[src/rtl/xy_arb_pkg.sv]
// Shared types and constants for the x/y evaluation arbiter: FSM state encoding,
// default parameter values and the modulo-increment helper used by the picker.
package xy_arb_pkg;

    localparam int unsigned NumReqDef     = 4;
    localparam int unsigned DpLatencyDef  = 1;
    localparam int unsigned InitCyclesDef = 2;
    localparam int unsigned CntWDef       = 16;

    typedef enum logic [2:0] {
        StInit,
        StIdle,
        StIssue,
        StWait,
        StResp
    } arb_state_e;

    function automatic int unsigned mod_inc(input int unsigned v, input int unsigned n);
        return ((v + 32'd1) >= n) ? 32'd0 : (v + 32'd1);
    endfunction

endpackage

[src/rtl/xy_rr_pick.sv]
// Combinational round-robin picker: the search starts one past last_grant and wraps,
// returning the first asserted request as a one-hot grant plus its index.
module xy_rr_pick
    import xy_arb_pkg::*;
#(
    parameter int unsigned NUM_REQ = NumReqDef,
    parameter int unsigned IdxW    = $clog2(NUM_REQ)
) (
    input  logic [NUM_REQ-1:0] req,
    input  logic [IdxW-1:0]    last_grant,
    output logic [NUM_REQ-1:0] gnt,
    output logic [IdxW-1:0]    idx,
    output logic               any
);

    int unsigned cand;

    always_comb begin
        gnt  = '0;
        idx  = '0;
        any  = 1'b0;
        cand = mod_inc(32'(last_grant), NUM_REQ);
        for (int k = 0; k < int'(NUM_REQ); k++) begin
            if (!any && req[IdxW'(cand)]) begin
                any              = 1'b1;
                gnt[IdxW'(cand)] = 1'b1;
                idx              = IdxW'(cand);
            end
            cand = mod_inc(cand, NUM_REQ);
        end
    end

endmodule

[src/rtl/xy_eval_arbiter.sv]
// Round-robin scheduler sharing one x/y evaluation datapath among NUM_REQ requesters.
// Optional per-requester grant counters are built when XY_ARB_STATS_EN is defined.
module xy_eval_arbiter
    import xy_arb_pkg::*;
#(
    parameter int unsigned NUM_REQ     = NumReqDef,
    parameter int unsigned DP_LATENCY  = DpLatencyDef,
    parameter int unsigned INIT_CYCLES = InitCyclesDef,
    parameter int unsigned CNT_W       = CntWDef
) (
    input  logic               clk,
    input  logic               reset,
    input  logic [NUM_REQ-1:0] req_valid,
    input  logic [NUM_REQ-1:0] req_x,
    input  logic [NUM_REQ-1:0] req_y,
    output logic [NUM_REQ-1:0] req_ready,
    output logic [NUM_REQ-1:0] rsp_valid,
    output logic               rsp_z,
    output logic               dp_clr,
    output logic               dp_valid,
    output logic               dp_x,
    output logic               dp_y,
    input  logic               dp_z,
    output logic               busy
`ifdef XY_ARB_STATS_EN
    ,
    input  logic                     stat_clr,
    output logic [NUM_REQ*CNT_W-1:0] grant_cnt
`endif
);

    localparam int unsigned IdxW   = $clog2(NUM_REQ);
    localparam int unsigned TmrMax = (INIT_CYCLES > DP_LATENCY) ? INIT_CYCLES : DP_LATENCY;
    localparam int unsigned TmrW   = $clog2(TmrMax + 1);

    arb_state_e        state_q, state_d;
    logic [TmrW-1:0]   tmr_q, tmr_d;
    logic [IdxW-1:0]   last_q, last_d;
    logic              op_x_q, op_x_d;
    logic              op_y_q, op_y_d;
    logic              rsp_z_q, rsp_z_d;

    logic [NUM_REQ-1:0] pick_gnt;
    logic [IdxW-1:0]    pick_idx;
    logic               pick_any;
    logic               handshake;

    xy_rr_pick #(
        .NUM_REQ (NUM_REQ),
        .IdxW    (IdxW)
    ) u_pick (
        .req        (req_valid),
        .last_grant (last_q),
        .gnt        (pick_gnt),
        .idx        (pick_idx),
        .any        (pick_any)
    );

    // Ready is the picker's grant, so any winner in IDLE is an accepted handshake.
    assign handshake = (state_q == StIdle) && pick_any;

    always_comb begin
        state_d   = state_q;
        tmr_d     = tmr_q;
        last_d    = last_q;
        op_x_d    = op_x_q;
        op_y_d    = op_y_q;
        rsp_z_d   = rsp_z_q;
        req_ready = '0;
        rsp_valid = '0;
        dp_clr    = 1'b0;
        dp_valid  = 1'b0;
        busy      = 1'b1;

        unique case (state_q)
            StInit: begin
                dp_clr = 1'b1;
                if (tmr_q == TmrW'(1)) begin
                    state_d = StIdle;
                end else begin
                    tmr_d = tmr_q - TmrW'(1);
                end
            end
            StIdle: begin
                busy      = 1'b0;
                req_ready = pick_gnt;
                if (handshake) begin
                    op_x_d  = req_x[pick_idx];
                    op_y_d  = req_y[pick_idx];
                    last_d  = pick_idx;
                    state_d = StIssue;
                end
            end
            StIssue: begin
                dp_valid = 1'b1;
                tmr_d    = TmrW'(DP_LATENCY);
                state_d  = StWait;
            end
            StWait: begin
                if (tmr_q == TmrW'(1)) begin
                    rsp_z_d = dp_z;
                    state_d = StResp;
                end else begin
                    tmr_d = tmr_q - TmrW'(1);
                end
            end
            StResp: begin
                rsp_valid[last_q] = 1'b1;
                state_d           = StIdle;
            end
            default: begin
                state_d = StInit;
                tmr_d   = TmrW'(INIT_CYCLES);
            end
        endcase
    end

    always_ff @(posedge clk) begin
        if (reset) begin
            state_q <= StInit;
            tmr_q   <= TmrW'(INIT_CYCLES);
            last_q  <= IdxW'(NUM_REQ - 1);
            op_x_q  <= 1'b0;
            op_y_q  <= 1'b0;
            rsp_z_q <= 1'b0;
        end else begin
            state_q <= state_d;
            tmr_q   <= tmr_d;
            last_q  <= last_d;
            op_x_q  <= op_x_d;
            op_y_q  <= op_y_d;
            rsp_z_q <= rsp_z_d;
        end
    end

    assign dp_x  = op_x_q;
    assign dp_y  = op_y_q;
    assign rsp_z = rsp_z_q;

`ifdef XY_ARB_STATS_EN
    logic [NUM_REQ*CNT_W-1:0] gcnt_q, gcnt_d;

    // Clear wins over a coincident grant; counts stick at all-ones.
    always_comb begin
        gcnt_d = gcnt_q;
        for (int i = 0; i < int'(NUM_REQ); i++) begin
            if (stat_clr) begin
                gcnt_d[i*CNT_W +: CNT_W] = '0;
            end else if (handshake && (pick_idx == IdxW'(i)) &&
                         (gcnt_q[i*CNT_W +: CNT_W] != {CNT_W{1'b1}})) begin
                gcnt_d[i*CNT_W +: CNT_W] = gcnt_q[i*CNT_W +: CNT_W] + CNT_W'(1);
            end
        end
    end

    always_ff @(posedge clk) begin
        if (reset) begin
            gcnt_q <= '0;
        end else begin
            gcnt_q <= gcnt_d;
        end
    end

    assign grant_cnt = gcnt_q;
`endif

endmodule

[config.mk]
export PLATFORM = sky130hd
export DESIGN_NAME = xy_eval_arbiter
export DESIGN_NICKNAME = d
export VERILOG_FILES = /design/src/rtl/xy_arb_pkg.sv /design/src/rtl/xy_rr_pick.sv /design/src/rtl/xy_eval_arbiter.sv
export SDC_FILE = /design/constraint.sdc
export NUM_CORES = 1
export LEC_CHECK = 0
export CAP_MARGIN = 20
export CELL_PAD_IN_SITES_DETAIL_PLACEMENT = 0
export CELL_PAD_IN_SITES_GLOBAL_PLACEMENT = 1
export CORE_ASPECT_RATIO = 1.4
export CORE_UTILIZATION = 35
export DETAILED_ROUTE_END_ITERATION = 7
export PLACE_DENSITY = 0.85
export SYNTH_ARGS = -nofsm -noshare
export SYNTH_HDL_FRONTEND = slang
export SYNTH_SLANG_ARGS = --single-unit
[constraint.sdc]
create_clock -name clk -period 2.9 [get_ports clk]
set_input_delay 0.58 -clock clk [delete_from_list [all_inputs] [get_ports clk]]
set_output_delay 0.58 -clock clk [all_outputs]
set_load 0.02 [all_outputs]
Word-level counts from Yosys, hierarchy flattened
Cells that the tools add are included.
{"block": "word_totals", "inputBits": 15, "register_bits": 10}
{"block": "classes", "addsub": 5, "muxes": 49, "bitwise_logic": 4, "eq_ne": 9, "n_lt_le_gt_ge": 15, "reduce_logical": 19}
{"operator": "$add 32x1->32 const B", "n": 3}
{"operator": "$ge 32x3->1 const B", "n": 3}
{"operator": "$mux 32", "n": 3}
{"operator": "$mux 4", "n": 6}
{"operator": "$lt 2x3->1 const B", "n": 6}
{"operator": "$mux 1", "n": 18}
{"operator": "$pmux 3 s5", "n": 1}
{"operator": "$bmux 1 s2", "n": 6}
{"operator": "$mux 2", "n": 6}
{"operator": "$or 4x4->4", "n": 3}
{"operator": "$demux 1 s2", "n": 5}
{"operator": "$ge 2x1->1 const B", "n": 5}
{"operator": "$logic_and 1x1->1", "n": 9}
{"operator": "$mux 3", "n": 3}
{"operator": "$ne 2x2->1 const B", "n": 4}
{"operator": "$eq 3x2->1 const B", "n": 2}
{"operator": "$pmux 2 s3", "n": 1}
{"operator": "$reduce_and 2->1", "n": 3}
{"operator": "$reduce_or 2->1", "n": 2}
{"operator": "$add 2x1->3 const B", "n": 1}
{"operator": "$eq 3x1->1 const B", "n": 1}
{"operator": "$eq 3x3->1 const B", "n": 1}
{"operator": "$ge 3x3->1 const B", "n": 1}
{"operator": "$logic_not 1->1", "n": 3}
{"operator": "other kinds (5)", "n": 5}

Longest topological paths before layout
Gate-level depths: netlist of run 1.
{"block": "logic_depth", "word_depth": 19, "depth_mapped": 9, "depth_no_buf": 8}

Cells and area by module
A second synthesis of run 1 with hierarchy kept.
{"block": "hier_totals", "cells_unflattened": 133, "area_unflattened_um2": 1172.4}
{"mod": "xy_eval_arbiter", "seq_area_each_um2": 200.2, "instances": 1, "cells_per_inst": 74, "area_per_inst_um2": 644.4}
{"mod": "xy_rr_pick", "seq_area_each_um2": 0.0, "instances": 1, "cells_per_inst": 59, "area_per_inst_um2": 528.0}

Worst setup path before layout of run 1
OpenSTA, ideal clock, no wires.
{"block": "synth_path", "kind": "register to output", "startpoint": "register last_q[0]", "endpoint": "output req_ready[1]", "stages_incl_launch_ff": 8, "n_path_buf": 1, "path_slack_ns": -0.087, "arrival_ns": 2.407, "cell_sequence": "dfxtp_1 > buf_6 > inv_1 > ha_1 > mux4_1 > nor2_1 > a222oi_1 > a21oi_1"}
{"block": "synth_between", "elab_chain_cells": 19, "elab_cells_between_ends": 57, "cone_classes": "add/sub: 4; order compare: 12; mux: 28; bitwise: 3; reduce/logical: 10"}
{"element": "start, declared", "line_no": "xy_eval_arbiter.sv:38", "source": "logic [IdxW-1:0] last_q, last_d;"}
{"element": "start signal, assigned", "line_no": "xy_eval_arbiter.sv:122", "source": "last_q <= IdxW'(NUM_REQ - 1);"}
{"element": "start signal, assigned", "line_no": "xy_eval_arbiter.sv:129", "source": "last_q <= last_d;"}
{"element": "$add 2x1->3 *", "line_no": "xy_arb_pkg.sv:19", "source": "return ((v + 32'd1) >= n) ? 32'd0 : (v + 32'd1);"}
{"element": "$ge 3x3->1", "line_no": "xy_arb_pkg.sv:19"}
{"element": "$mux 32 *", "line_no": "xy_arb_pkg.sv:19"}
{"element": "$add 32x1->32", "line_no": "xy_arb_pkg.sv:19"}
{"element": "$ge 32x3->1", "line_no": "xy_arb_pkg.sv:19"}
{"element": "$mux 32", "line_no": "xy_arb_pkg.sv:19"}
{"element": "$add 32x1->32", "line_no": "xy_arb_pkg.sv:19"}
{"element": "$ge 32x3->1", "line_no": "xy_arb_pkg.sv:19"}
{"element": "(+3 left out)"}
{"element": "$mux 2", "line_no": "xy_arb_pkg.sv:19"}
{"element": "$lt 2x3->1 (implied by the code) or $ge 2x1->1 (tied branches)", "line_no": "xy_rr_pick.sv:26", "source": "gnt[IdxW'(cand)] = 1'b1;"}
{"element": "$logic_and 1x1->1 (implied by the code)", "line_no": "xy_rr_pick.sv:26"}
{"element": "$mux 1 (implied by the code)", "line_no": "xy_rr_pick.sv:26"}
{"element": "$demux 1 s2"}
{"element": "$or 4x4->4 (no line)"}
{"element": "$mux 4 *", "line_no": "xy_rr_pick.sv:24", "source": "if (!any && req[IdxW'(cand)]) begin"}
{"element": "$mux 4 *", "line_no": "xy_eval_arbiter.sv:75", "source": "unique case (state_q)"}
{"element": "end, declared", "line_no": "xy_eval_arbiter.sv:16", "source": "output logic [NUM_REQ-1:0] req_ready,"}
Mark *: on every way between the ends. The rest lies on a longest branch, timed or not. The select of a mux whose other input is x is not followed.

Worst setup path in the final report of run 1
{"block": "layout_path", "startpoint": "input req_valid[0]", "endpoint": "output req_ready[2]"}
{"block": "layout_between", "elab_chain_cells": 13, "elab_cells_between_ends": 25, "cone_classes": "mux: 16; bitwise: 3; reduce/logical: 6"}
{"element": "start, declared", "line_no": "xy_eval_arbiter.sv:13", "source": "input logic [NUM_REQ-1:0] req_valid,"}
{"element": "$bmux 1 s2", "line_no": "xy_rr_pick.sv:24"}
{"element": "$mux 1 (implied by the code)", "line_no": "xy_rr_pick.sv:24"}
{"element": "$mux 1", "line_no": "xy_rr_pick.sv:24"}
{"element": "$logic_not 1->1", "line_no": "xy_rr_pick.sv:24"}
{"element": "$logic_and 1x1->1", "line_no": "xy_rr_pick.sv:24"}
{"element": "$mux 1", "line_no": "xy_rr_pick.sv:24"}
{"element": "$logic_not 1->1", "line_no": "xy_rr_pick.sv:24"}
{"element": "$logic_and 1x1->1", "line_no": "xy_rr_pick.sv:24"}
{"element": "$mux 1", "line_no": "xy_rr_pick.sv:24"}
{"element": "$logic_not 1->1", "line_no": "xy_rr_pick.sv:24"}
{"element": "$logic_and 1x1->1", "line_no": "xy_rr_pick.sv:24"}
{"element": "$mux 4 *", "line_no": "xy_rr_pick.sv:24"}
{"element": "$mux 4 *", "line_no": "xy_eval_arbiter.sv:75"}
Marks and branches as above.

==> results of run 1 <==
cell type report:
cell class	count	share of cell area (%)
Multi-Input combinational cell	107	54.35
Timing Repair Buffer	55	26.82
Sequential cell	10	11.50
Clock buffer	4	3.163
Tap cell	37	2.660
Inverter	7	1.510
repair_timing:
| action | in CTS | in global routing |
|---|---|---|
| gates resized for setup | 33 | 12 |
| gates cloned | 1 | 0 |
| hold buffers | 0 | 0 |
| setup buffers | 2 | 0 |
| endpoints found under the setup margin | 4 | 4 |
| pin swaps | 4 | 3 |
Yosys cell counts, types with 2 or more instances:
| library cell | count |
|---|---|
| nand2_1 | 13 |
| nor2_1 | 13 |
| dfxtp_1 | 10 |
| ha_1 | 9 |
| mux2i_1 | 8 |
| inv_1 | 7 |
| a21oi_1 | 6 |
| and2_1 | 5 |
| o21ai_0 | 5 |
| a222oi_1 | 3 |
| clkbuf_1 | 3 |
| mux2_2 | 3 |
| nand2b_1 | 3 |
| a211o_1 | 2 |
| mux4_1 | 2 |
| nand3_1 | 2 |
| nand4b_1 | 2 |
| nor3_1 | 2 |
| o21bai_1 | 2 |
| o221ai_1 | 2 |
| o32ai_1 | 2 |
| xnor2_1 | 2 |
layer usage:
layer	vias up	GRT usage (%)	share of wire, %
met5	-	0	0
met4	0	11.03	1.4
met3	6	4.505	3.8
met2	41	35.76	52
met1	566	22.51	43
li1	589	-	-
final timing paths:
check | depth (start not counted) | start | slack, ns | end
setup / recovery | 8 | req_valid[0] | 0.03 | req_ready[2]
hold / removal | 2 | rsp_z | 0.50 | rsp_z
setup reg to reg | 11 | last_q[1] | 0.34 | dp_x
hold reg to reg | 2 | rsp_z | 0.50 | rsp_z
tightest hold or removal path: stages, from the launching register on:
cell     delay, ns
dfxtp_1       0.32
mux2i_1       0.07
nor2_1        0.08
logic make-up after synthesis:
| kind of cell | Yosys count | share of synthesized area [%] |
|---|---|---|
| multiplexers | 13 | 15.57 |
| buffers and inverters | 12 | 4.918 |
| AO/OA/AOI/OAI | 36 | 26.58 |
| AND/OR/NAND/NOR | 46 | 22.02 |
| adder cells (fa/ha/maj) | 9 | 10.54 |
| flip-flops | 10 | 18.74 |
| XOR/XNOR | 2 | 1.640 |
cells in the final DEF (no fill, tap or decap), types with 3 or more instances in the layout:
cell type and count:
buf_4 28, clkdlybuf4s50_1 20, a21oi_2 3, a222oi_1 3, nand2_1 12, mux2i_1 6, and2_1 5, clkbuf_8 4
inv_1 7, dfxtp_1 10, ha_1 7, nand2b_1 3, mux4_2 3, nor2_1 11, dlygate4sd2_1 4, a21oi_1 3
o21ai_0 4
sequential cells by signal, indices dropped and copies added (netlist names):
name	flops
dp_x	1
dp_y	1
last_q	2
rsp_z	1
state_q	3
tmr_q	2
metrics by stage:
| step | setup TNS [ns] | cells |
|---|---|---|
| final | 0 | 220 |
| after detailed placement | -2.317 | 213 |
| after global routing | -0.02500 | 220 |
| after CTS | 0 | 220 |
| after floorplan | 0 | 128 |
| after global placement | -1.804 | 213 |
power by group:
group / switching [uW] / total (uW) / internal, uW
clock network: 53.6 / 173 / 119
logic: 360 / 736 / 376
registers: 32.8 / 202 / 169
total: 447 / 1110 / 664
==> results.yml, run 1 <==
synth:
  synth-seq-area-share_pct: 18.74
  synth-edff-count: 0
  synthArstFlopShare_pct: 0
  yosysTopAreaCell: "dfxtp_1"
  syn-cell-area_sq_um: 1069
  synth_nets: 152
  synth-seq-cells: 10
  syn_inst: 128
  synth_ff_type: "dfxtp_1"
  synth_area_per_cell_sq_um: 8.348
  synth_area_leaders: "dfxtp_1, ha_1, mux2i_1, mux4_1, nand2_1"
  yosys.area.top_type_share_pct: 18.74
  ys_warn_count: 0
  ys_types: 44
final_layout:
  final_cell_area_sq_um: 1740
  syn_to_final_growth_pct: 62.88
  fin_nets: 208
  drive_above_1_share_pct: 33.33
  seq_area_sq_um: 200.2
  multiInputGateArea_sq_um: 945.9
  diodes: 0
  fillers: 249
  postLayoutCoreUtil_pct: 60.48
critical_path:
  start_kind: "input port"
  endpoint_kind: "output pin"
  cpPeakStageDelay_ns: 0.50
  crit_chain: "dlygate4sd2_1 -> buf_4 -> mux4_2 -> nand2_2 -> nor2_4 -> a222oi_1 -> a21oi_2 -> buf_2"
  cp.arrival_ns: 2.29
  path_max_fanout: 4
  crit_type: "input port to output pin"
  cp_num_buf_inv: 3
  crit_family: "buffers and inverters"
  required_ns: 2.32
  slowest_stage: "mux4_2"
drt:
  wl_um: 3174
  vias: 1202
  drt_iter0_markers: 37
  wl_per_cell_um: 14.43
  drc: 0
  antenna_left: 0
  viasPerCell: 5.464
  firstDrtPassIters: 5
sta:
  drv_slew: 0
  finalHoldViolations: 0
  min_period_ns: 2.872
  period_share_pct: 99.02
  hold_slack_ns: 0.4997
  setup_slack_ns: 0.02832
  relSlewSlack_pct: 66.57
  setup_violations: 0
  clock.fmax_mhz: 348.2
  tightest_slew_ns: 0.5004
  fin_worst_skew_ns: 0.001175
run_status:
  status: "completed"
floorplanning:
  start_util_pct: 37.13
  die_y_um: 67.38
  rows: 23
  pin_count: 29
  die_area_sq_um: 3281
  core_sq_um: 2878
  die_w_um: 48.70
pwr:
  p_leak_uw: 0.0007470
  p_per_area_nw_per_um2: 637.9
  finalPower_uw: 1110
  irDropWorstVdd_v: 0.0004581
clocking:
  cts_buffers: 3
  cts_tree: "done"
  htreeDepth: 1
  path_clk_slew_ns: 0.05
  cts.sinks: 10
  root_buffer: "clkbuf_8"
  clk_latency_ns: 0.23
  clk_path_buf_depth: 2
placement:
  pre_cts_ws_ns: -0.5883
  post-dp-hpwl_um: 2398
  port_buffers: 28
  gp_congestion: 0.7423
  placed_cell_area_sq_um: 1570
global_route:
  grt_max_degree: 13
  grt_antenna_before_repair: 0
  grt_first_pass_wirelength_um: 5168
  grt-ovfl-total: 0
  grt_usage_pct: 20.19
  grt_pass1_vias: 1206
run:
  maxCapViolCount: 0
min_path:
  hold_path.class: "flip-flop to flip-flop"
(Power assumes the default switching activity.)
==> run 2: changes to the inputs <==
- CORE_MARGIN: not set -> 4
- GPL_TIMING_DRIVEN: not set -> 0
==> run 2 against run 1 <==
Effect of this change:
- register-to-register slack improved by 0.02 ns
- flip-flop and latch count unchanged
- global-route usage decreased by 5.8 points
- count of clock-buffer cells in the layout decreased by 1
- critical path depth decreased by 1
- via count decreased by 6.9%
==> results.yml, run 2 (synthesis results as in run 1) <==
global_route:
  grt_first_pass_wirelength_um: 4450
  grt-ovfl-total: 0
  grt_usage_pct: 14.40
  grt_antenna_before_repair: 0
  grt_max_degree: 11
  grt_pass1_vias: 1041
critical_path:
  path_max_fanout: 5
  start_kind: "flip-flop"
  cp.arrival_ns: 2.31
  crit_type: "flip-flop to output pin"
  required_ns: 2.32
  endpoint_kind: "output pin"
clocking:
  cts_hold_buf: 0
  clk_latency_ns: 0.23
  cts.sinks: 10
  cts_tree: "done"
  path_clk_slew_ns: 0.04
  clk_path_buf_depth: 2
  cts_buffers: 3
  root_buffer: "clkbuf_8"
  htreeDepth: 1
final_layout:
  drive_above_1_share_pct: 28.57
  mostFrequentLayoutCells: "clkdlybuf4s50_1, nand2_1, nor2_1"
  diodes: 0
  mostFrequentLayoutCell: "clkdlybuf4s50_1"
  regMostFlops: "state_q"
  fin_nets: 194
  syn_to_final_growth_pct: 49.88
  largest_reg_flops: 3
  reg_top3: "state_q x3, last_q x2, tmr_q x2"
pwr:
  p_leak_uw: 0.0006540
  finalPower_uw: 992.0
  p_per_area_nw_per_um2: 619.4
  irDropWorstVdd_v: 0.0003572
placement:
  pre_cts_ws_ns: -0.7447
  gp_congestion: 0.7587
  port_buffers: 27
  post-dp-hpwl_um: 1957
drt:
  vias: 1119
  wl_um: 2810
  drt_iter0_markers: 29
  antenna_left: 0
  viasPerCell: 5.459
  firstDrtPassIters: 4
  wl_per_cell_um: 13.71
  drc: 0
floorplanning:
  die_w_um: 54.70
  die_area_sq_um: 4013
  die_y_um: 73.38
  start_util_pct: 36.76
  core_sq_um: 2907
  rows: 23
  pin_count: 29
sta:
  finalHoldViolations: 0
  rsz0062_at_grt: "yes"
  clock.fmax_mhz: 346.4
  fin_worst_skew_ns: 0.008938
  tightest_slew_ns: 0.4630
  hold_slack_ns: 0.5010
  setup_slack_ns: 0.01356
  min_period_ns: 2.886
  setup_violations: 0
  relSlewSlack_pct: 69.13
  drv_slew: 0
  period_share_pct: 99.53
  fin_tns_setup_ns: 0
min_path:
  hold_path.class: "flip-flop to flip-flop"
run:
  maxCapViolCount: 0
run_status:
  status: "completed"
run 2: cell count changes in the layout (fill, tap and decap cells not counted), moves of 2 or more:
| cell | change |
|---|---|
| buf_4 | -18 |
| clkbuf_1 | +3 |
| dfxtp_1 | -2 |
| inv_1 | -2 |
run 2: timing repair:
action	in CTS	in global routing
gates cloned	1	0
endpoints found under the setup margin	6	8
pin swaps	4	4
resized for setup	38	9
buffers inserted	2	7
run 2: final timing paths:
kind,startpoint,end,slack [ns],cells past startpoint
max reg2reg,last_q[0],dp_x,0.36,9
min,dp_x,dp_x,0.50,2
min reg2reg,dp_x,dp_x,0.50,2
max,last_q[0],req_ready[2],0.01,7
run 2: routing by layer:
layer | share of wire (%) | up-vias | global-route usage [%] | routed length [um]
li1 | - | 562 | - | -
met1 | 42 | 529 | 17.74 | 1174
met2 | 53 | 26 | 25.92 | 1500
met3 | 4.4 | 2 | 1.826 | 123
met4 | 0.36 | 0 | 2.493 | 10
met5 | 0 | - | 0 | 0
run 2: power breakdown:
part           total, uW  leakage [uW]  switching (uW)  internal (uW)
clock network        140     0.0000216            49.5           90.5
registers            194     0.0000811            22.9            171
logic                658      0.000551             337            321
run 2: final cells by class:
class / instances / area, sq um
plain buffers: 5 / 30.03
clock buffers: 3 / 41.29
fillers: 278 / 1305
inverters: 7 / 31.28
multi-input cells: 107 / 925.9
flip-flops and latches: 10 / 205.2
well taps: 37 / 46.29
repair buffers: 36 / 321.6
run 2: through the flow:
stage	area [sq um]	utilization (%)	std cells
global route	1602	55.10	205
global placement	1399	48.13	192
CTS	1520	52.30	198
detailed placement	1399	48.13	192
floorplan	1082	-	128
finish	1602	55.10	205
run 2: worst max-delay path: stages (launching register included):
cell and delay (ns):
dfxtp_4 0.35, buf_8 0.11, inv_6 0.04, ha_4 0.28, mux4_2 0.58, a222oi_1 0.47
a21oi_2 0.08, buf_4 0.17
==> run 3: changes to the inputs <==
--- a/config.mk
+++ b/config.mk
@@ -12,6 +12,6 @@
 export CORE_MARGIN = 4
-export CORE_UTILIZATION = 35
+export CORE_UTILIZATION = 31
 export DETAILED_ROUTE_END_ITERATION = 7
 export GPL_TIMING_DRIVEN = 0
-export PLACE_DENSITY = 0.85
+export PLACE_DENSITY = 0.8
 export SYNTH_ARGS = -nofsm -noshare
==> constraint.sdc (replaced) <==
create_clock -name clk -period 2.6 [get_ports clk]
set_input_delay 0.52 -clock clk [delete_from_list [all_inputs] [get_ports clk]]
set_output_delay 0.52 -clock clk [all_outputs]
set_load 0.1 [all_outputs]
==> run 3 against run 2 <==
Effect of this change:
- the flow now finishes with violations (negative setup slack)
- clock skew decreased by 0.0041 ns
- clock power grew 19%
- largest cell class unchanged
- hold slack lost 0.0022 ns
- core utilization is 4.4 points lower
- flip-flop and latch count did not move
- cell count up 2.0%
- count of clock-buffer cells in the layout up 1
- setup slack lost 0.38 ns
- first-iteration DRC count is 24% higher
- routed wire length increased by 11%
==> results.yml, run 3 (synthesis results as in run 1) <==
critical_path:
  slowest_stage: "mux4_2"
  path_max_fanout: 5
  reg2reg_slack_ns: 0.10
  crit_family: "compound AO/OA/AOI/OAI gates"
  start_kind: "flip-flop"
  reg2reg_to: "dp_x"
  cpPeakStageDelay_ns: 0.56
  cp.arrival_ns: 2.44
  cp_num_buf_inv: 3
  crit_type: "flip-flop to output pin"
  crit_chain: "buf_8 -> inv_8 -> ha_4 -> mux4_2 -> a222oi_1 -> a21oi_4 -> buf_12"
  ff2ff_path_depth: 9
  required_ns: 2.08
  r2r_start: "last_q[0]"
  endpoint_kind: "output pin"
run_status:
  violations: "negative setup slack"
  status: "finished with violations"
final_layout:
  reg_top3: "state_q x3, last_q x2, tmr_q x2"
  syn_to_final_growth_pct: 58.67
  final_cell_area_sq_um: 1695
  fin_nets: 194
  largest_reg_flops: 3
  diodes: 0
  finalNonFillerCells: 209
  regMostFlops: "state_q"
  mostFrequentLayoutCells: "nand2_1, clkdlybuf4s50_1, nor2_1"
  drive_above_1_share_pct: 31.36
  postLayoutCoreUtil_pct: 50.65
floorplanning:
  start_util_pct: 31.93
  die_area_sq_um: 4464
  pin_count: 29
  core_sq_um: 3347
  rows: 25
  die_y_um: 77.47
  die_w_um: 57.62
global_route:
  grt_usage_pct: 14.27
  grt_first_pass_wirelength_um: 5292
  grt-ovfl-total: 0
  grt_antenna_before_repair: 0
  grt_max_degree: 11
  grt_pass1_vias: 1167
sta:
  fin_tns_setup_ns: -1.308
  min_period_ns: 2.964
  fin_worst_skew_ns: 0.004847
  setup_slack_ns: -0.3643
  setup_violations: 4
  rsz0062_at_grt: "yes"
  clock.fmax_mhz: 337.3
  finalHoldViolations: 0
  period_share_pct: 114.0
  drv_slew: 0
  relSlewSlack_pct: 34.85
  tightest_slew_ns: 0.9742
drt:
  antenna_left: 0
  firstDrtPassIters: 4
  vias: 1158
  wl_um: 3124
  drc: 0
  wl_per_cell_um: 14.95
  viasPerCell: 5.541
  drt_iter0_markers: 36
pwr:
  power_frac_seq_pct: 16.2
  p_int_uw: 682.5
  p_comb_share_pct: 71.3
  p_per_area_nw_per_um2: 786.7
  p_leak_uw: 0.0006899
  swShare_pct: 48.83
  power.net_switching_uw: 651.3
  irDropWorstVdd_v: 0.0004809
  clkPwrFrac_pct: 12.5
placement:
  gp_congestion: 0.7349
  placed_cell_area_sq_um: 1470
  place_inst: 195
  post-dp-hpwl_um: 2277
  port_buffers: 27
min_path:
  worstHoldPathCells: 2
  hold_end: "rsp_z"
  hold_path.class: "flip-flop to flip-flop"
  hp-start: "rsp_z"
clocking:
  cts_buffers: 3
  path_clk_slew_ns: 0.05
  clk_latency_ns: 0.23
  clk_path_buf_depth: 2
  htreeDepth: 1
  cts_tree: "done"
  root_buffer: "clkbuf_8"
  cts.sinks: 10
run:
  maxCapViolCount: 0
==> run 3: how the worst max path moves through the flow <==
stage / startpoint / to / slack (ns) / cells after the start
6_report: last_q[0] / req_ready[2] / -0.36 / 7
5_1_grt: last_q[0] / req_ready[2] / -0.45 / 7
4_1_cts: last_q[0] / req_ready[3] / -0.39 / 7
3_5_place_dp: req_valid[3] / req_ready[3] / -1.33 / 6
3_3_place_gp: req_valid[3] / req_ready[3] / -1.27 / 6
2_1_floorplan: last_q[0] / req_ready[2] / -0.21 / 7
==> run 3: worst register-to-register path, stage by stage (launching register included) <==
cell       delay [ns]
dfxtp_4          0.35
buf_8            0.11
inv_8            0.03
ha_4             0.29
mux4_1           0.67
o21ai_0          0.26
a2bb2oi_2        0.15
buf_4            0.16
mux2i_1          0.21
o221ai_1         0.14
==> run 3: what timing repair did <==
action,in CTS,in global routing
pin swaps,9,7
gates cloned,1,0
setup buffers,6,3
hold buffers,0,0
gates resized for setup,77,9
setup endpoints to repair,13,10
==> run 3: per-stage QoR <==
| stage | power (uW) | hold WS (ns) | setup slack [ns] |
|---|---|---|---|
| floorplan | 862.8 | 0.4822 | -0.2109 |
| detailed placement | 1033 | 0.4859 | -1.329 |
| global placement | 1011 | 0.4789 | -1.268 |
| CTS | 1306 | 0.5035 | -0.3859 |
| finish | 1334 | 0.4987 | -0.3643 |
| global route | 1426 | 0.5443 | -0.4486 |
==> run 3: layout make-up <==
| type | instances | area [sq um] |
|---|---|---|
| Clock buffer | 4 | 45.04 |
| Inverter | 7 | 33.78 |
| Sequential cell | 10 | 207.7 |
| Buffer | 5 | 30.03 |
| Tap cell | 40 | 50.05 |
| Fill cell | 319 | 1652 |
| Timing Repair Buffer | 36 | 350.3 |
| Multi-Input combinational cell | 107 | 978.4 |
==> run 3: metal layers <==
layer | GRT usage, % | part of all wire [%] | vias to the layer above | wire length, um
met3 | 1.664 | 4.2 | 2 | 131
met5 | 0 | 0 | - | 0
met1 | 16.83 | 40 | 563 | 1262
met4 | 2.784 | 0.19 | 0 | 6
li1 | - | - | 562 | -
met2 | 26.81 | 55 | 31 | 1723
==> run 3: power groups by stage <==
| stage | Combinational [uW] | Clock [uW] | Sequential (uW) |
|---|---|---|---|
| final | 951 | 167 | 217 |
| after global routing | 1020 | 178 | 223 |
| after CTS | 920 | 169 | 217 |
| after detailed placement | 810 | 0 | 223 |
| after global placement | 791 | 0 | 220 |
| after floorplan | 610 | 0 | 253 |
